File: src/rtl/if_fetch.sv
// Instruction fetch: reads four bytes over a byte-wide synchronous memory port,
// assembles them little-endian and hands the word to ID with valid/ready.
module if_fetch #(
  parameter int ADDR_W = 32,
  parameter int MEM_AW = 17
) (
  input  logic              clk,
  input  logic              rst,
  input  logic [ADDR_W-1:0] pc_i,
  input  logic              ce_i,
  input  logic              flush_i,
  input  logic              mem_busy_i,
  input  logic [7:0]        mem_din_i,
  output logic [MEM_AW-1:0] mem_a_o,
  output logic              mem_rd_o,
  output logic [31:0]       inst_o,
  output logic [ADDR_W-1:0] inst_pc_o,
  output logic              inst_valid_o,
  input  logic              id_ready_i,
  output logic              stall_req_o
);

  typedef enum logic [1:0] {IDLE, FETCH, OUT} state_t;

  state_t              state_q, state_d;
  logic [ADDR_W-1:0]   fetch_pc_q, fetch_pc_d;
  logic [2:0]          iss_cnt_q, iss_cnt_d;
  logic [2:0]          rcv_cnt_q, rcv_cnt_d;
  logic                pend_q, pend_d;
  logic [23:0]         buf_q, buf_d;
  logic [31:0]         inst_q, inst_d;
  logic [ADDR_W-1:0]   inst_pc_q, inst_pc_d;
  logic                valid_q, valid_d;
  logic [ADDR_W-1:0]   iss_addr;
  logic                start;

  assign iss_addr = fetch_pc_q + ADDR_W'(iss_cnt_q);

  always_comb begin
    state_d     = state_q;
    fetch_pc_d  = fetch_pc_q;
    iss_cnt_d   = iss_cnt_q;
    rcv_cnt_d   = rcv_cnt_q;
    buf_d       = buf_q;
    inst_d      = inst_q;
    inst_pc_d   = inst_pc_q;
    valid_d     = valid_q;
    mem_rd_o    = 1'b0;
    mem_a_o     = '0;
    stall_req_o = 1'b0;
    start       = 1'b0;

    if (!rst) begin
      case (state_q)
        IDLE: start = ce_i;
        FETCH: begin
          stall_req_o = 1'b1;
          if (iss_cnt_q < 3'd4) begin
            mem_rd_o = 1'b1;
            mem_a_o  = iss_addr[MEM_AW-1:0];
            if (!mem_busy_i) iss_cnt_d = iss_cnt_q + 3'd1;
          end
        end
        OUT: begin
          if (!id_ready_i) stall_req_o = 1'b1;
          else begin
            valid_d = 1'b0;
            state_d = IDLE;
            start   = ce_i;
          end
        end
        default: state_d = IDLE;
      endcase

      // A byte arrives the cycle after its read was accepted; lanes fill in order.
      if (state_q == FETCH && pend_q) begin
        rcv_cnt_d = rcv_cnt_q + 3'd1;
        case (rcv_cnt_q[1:0])
          2'd0: buf_d[7:0]   = mem_din_i;
          2'd1: buf_d[15:8]  = mem_din_i;
          2'd2: buf_d[23:16] = mem_din_i;
          default: begin
            inst_d    = {mem_din_i, buf_q};
            inst_pc_d = fetch_pc_q;
            valid_d   = 1'b1;
            state_d   = OUT;
          end
        endcase
      end

      // New fetch from IDLE or straight out of an OUT handshake.
      if (start) begin
        mem_rd_o   = 1'b1;
        mem_a_o    = pc_i[MEM_AW-1:0];
        fetch_pc_d = pc_i;
        state_d    = FETCH;
        rcv_cnt_d  = 3'd0;
        iss_cnt_d  = mem_busy_i ? 3'd0 : 3'd1;
      end

      if (flush_i) begin
        mem_rd_o  = 1'b0;
        mem_a_o   = '0;
        state_d   = IDLE;
        valid_d   = 1'b0;
        iss_cnt_d = 3'd0;
        rcv_cnt_d = 3'd0;
      end
    end

    pend_d = mem_rd_o & ~mem_busy_i;
  end

  always_ff @(posedge clk) begin
    if (rst) begin
      state_q    <= IDLE;
      fetch_pc_q <= '0;
      iss_cnt_q  <= '0;
      rcv_cnt_q  <= '0;
      pend_q     <= 1'b0;
      buf_q      <= '0;
      inst_q     <= '0;
      inst_pc_q  <= '0;
      valid_q    <= 1'b0;
    end else begin
      state_q    <= state_d;
      fetch_pc_q <= fetch_pc_d;
      iss_cnt_q  <= iss_cnt_d;
      rcv_cnt_q  <= rcv_cnt_d;
      pend_q     <= pend_d;
      buf_q      <= buf_d;
      inst_q     <= inst_d;
      inst_pc_q  <= inst_pc_d;
      valid_q    <= valid_d;
    end
  end

  assign inst_o       = inst_q;
  assign inst_pc_o    = inst_pc_q;
  assign inst_valid_o = valid_q;

endmodule

File: config.mk
export PLATFORM = sky130hd
export DESIGN_NAME = if_fetch
export DESIGN_NICKNAME = d
export VERILOG_FILES = /design/src/rtl/if_fetch.sv
export SDC_FILE = /design/constraint.sdc
export NUM_CORES = 1
export LEC_CHECK = 0
export BUFFER_PORTS_ARGS = -buffer_cell sky130_fd_sc_hd__buf_2
export CAP_MARGIN = 5
export CORE_UTILIZATION = 30
export CTS_CLUSTER_DIAMETER = 30
export DETAILED_ROUTE_END_ITERATION = 7
export HOLD_SLACK_MARGIN = 0.02
export PLACE_DENSITY = 0.59
export SLEW_MARGIN = 30
export SYNTH_ARGS = -nofsm -noshare
export SYNTH_HDL_FRONTEND = slang
export SYNTH_SLANG_ARGS = --single-unit
File: constraint.sdc
create_clock -name clk -period 4.8 [get_ports clk]
set_input_delay 0.24 -clock clk [delete_from_list [all_inputs] [get_ports clk]]
set_output_delay 0.24 -clock clk [all_outputs]
set_load 0.05 [all_outputs]
==> metrics.csv <==
metric,value,unit
Vert. Die Dim,134,um
Worst setup SP type,flop,
Clock Sinks,129,
Post-Syn Area,5200,sq um
post-cts gate resize count,0,
hold crit path type,input port to flop,
metal2 WL,6.16,mm
Main synth FF type,dfxtp_1,
DR WL/cell,13.6,um
dpl cell area,5980,sq um
YS warnings,0,
max cap viols,0,
Max Used Layer,met4,
worst path arrival time,2.87,ns
RR Endpoint,inst_o[0],
Rel. slew slack,42.0,%
most frequent cell after synthesis,nand2_1,
total setup buffers inserted after CTS,0,
setup tns final,0,ns
Hold Crit Endpoint,fetch_pc_q[28],
final hold violation count,0,
# diodes,0,
post-DP HPWL,9.04,mm
final wirelength,13.4,mm
Synth area leaders,"dfxtp_1, nand2_1, a21oi_1",
Min-Delay Startpoint,pc_i[28],
first-pass GRT wire length,21.6,mm
library cells used by synthesis,36,
ratio of cells with drive above 1 in the final layout,23.5,%
Mapped Cells,646,
Worst Tran Pin Value,0.870,ns
reg2reg path depth,6,
Multi-input gate area,2400,sq um
"Min Clock Period, post-route",3.11,ns
Total Routing Usage GR,15.5,%
CTS Root Buffer Type,clkbuf_16,
PwrDens,373,nW/um^2
Post-Place Setup Slack,2.17,ns
#FFs+latches synth,129,
I/O pins,130,
P_leak,2.83,nW
row count,47,
synthesized net count,705,
Layout Skew,0.00828,ns
Final period util,64.8,%
Cells on Worst Hold Path,3,
DRC,0,
I/O Buffers,129,
reg2reg setup slack,2.47,ns
Layout fillers,1810,
Setup WS post-layout,1.69,ns
Die Wd,134,um
Final Setup Violations,0,
critical path class,flop to output pin,
FF-to-FF Start,state_q[1],
unrepaired setup endpoints after global routing,no,
core outline area,16800,sq um
"top cells by count, synth","nand2_1, dfxtp_1, a21oi_1",
total power,2.44,mW
worst IR drop on VDD,0.269,mV
Required @ worst endpoint,4.56,ns
Syn Area/Cell,8.06,sq um
largest net degree at the start of global routing,81,
initial antenna violation count,0,
"CTS clk-pin slew, worst paths",0.06,ns
number of global-route vias before repair,4221,
area delta synth->final,25.5,%
cts bufs inserted,17,
hold buffer count at CTS,0,
CTS tree,yes,
hold slack,0.0633,ns
Vias/cell,4.64,
effective utilization at floorplan,31.0,%
DR pass1 iterations,5,
Placer Congestion,0.757,
ys async rst share,0,%
Metal-1 WL,6.42,mm
fin nets,816,
1st-iter DRT viols,254,
final max-slew violation count,0,
Yosys top cell area share,49.6,%
achievable clock frequency,322,MHz
status,finished clean,
"Seq/Total Area, Yosys",49.6,%
total gr overflow,0,
CTS max path bufs,2,
Max Fanout on Critical Path,5,
DR WL met3,712,um
Die ar.,17900,sq um
register area,2580,sq um
Final Cell Area,6530,sq um
Post-synth EDFFs,0,
Worst-Skew Late Latency,0.41,ns
via count,4596,
Setup crit end kind,output pin,
H-tree depth,4,
DRT antenna net count,0,
largest area contributor in the netlist,dfxtp_1,
critical path: stages, from the launching register on:
cell and delay (ns):
dfxtp_1 0.38, ha_1 0.19, inv_1 0.06, fa_1 0.41, nand2b_1 0.19, a21oi_1 0.47, nand3_1 0.16, xor2_1 0.16
o21ai_0 0.15, buf_2 0.29
cell families after synthesis:
family                   Yosys count  synth area share, %
flip-flops                       129                 49.6
adder cells (fa/ha/maj)           13                 3.27
buffers and inverters             53                 4.50
AND/OR/NAND/NOR                  280                 21.7
multiplexers                      24                 4.62
AO/OA/AOI/OAI                    132                 13.8
XOR/XNOR                          15                 2.52
final cells by class:
type,instances,share of cell area (%)
Timing Repair Buffer,134,10.5
Sequential cell,129,39.5
Clock buffer,18,6.57
Tap cell,220,4.21
Multi-Input combinational cell,464,36.7
Inverter,11,0.632
Clock inverter,14,1.86
flip-flops by register name, indices dropped and copies added, names as in the netlist:
name / count
iss_cnt_q: 3
pend_q: 1
fetch_pc_q: 32
buf_q: 24
state_q: 2
rcv_cnt_q: 2
inst_pc_o: 32
inst_o: 32
inst_valid_o: 1
worst max path at each step:
stage / end / depth (start not counted) / from
2_1_floorplan: mem_a_o[16] / 8 / iss_cnt_q[0]
3_3_place_gp: mem_a_o[16] / 9 / iss_cnt_q[0]
3_5_place_dp: mem_a_o[16] / 9 / iss_cnt_q[0]
4_1_cts: mem_a_o[16] / 9 / iss_cnt_q[0]
5_1_grt: mem_a_o[16] / 9 / iss_cnt_q[0]
6_report: mem_a_o[16] / 9 / iss_cnt_q[0]
cells in the final DEF (no fill, tap or decap), drive strengths merged:
master / count
a211o: 1
a21oi: 112
a31oi: 1
and2: 3
and3: 4
and4: 1
buf: 134
clkbuf: 18
clkinv: 5
clkinvlp: 1
dfxtp: 129
fa: 1
ha: 12
inv: 19
mux2i: 24
nand2: 217
nand2b: 4
nand3: 10
nand3b: 1
nand4: 3
nor2: 31
nor2b: 1
nor3: 1
nor3b: 1
o2111ai: 1
o21a: 2
o21ai: 15
or2: 1
or3: 2
xnor2: 7
xor2: 8
metrics by stage:
stage / util [%] / instances
after floorplan: - / 646
after global placement: 35.7 / 958
after detailed placement: 35.7 / 958
after CTS: 39.0 / 990
after global routing: 39.0 / 990
final: 39.0 / 990
power breakdown:
part	total, mW	leakage (nW)	switching [mW]	internal [mW]
Clock	1.21	0.272	0.528	0.678
Sequential	1.10	1.04	0.0160	1.09
Combinational	0.128	1.51	0.0876	0.0407
Total	2.44	2.83	0.632	1.81
layer usage:
layer	GRT usage (%)	up-vias
met1	20.2	2146
met4	5.62	0
met5	0	-
met2	24.1	100
li1	-	2340
met3	4.68	10
Power figures use the tool's default switching activity.
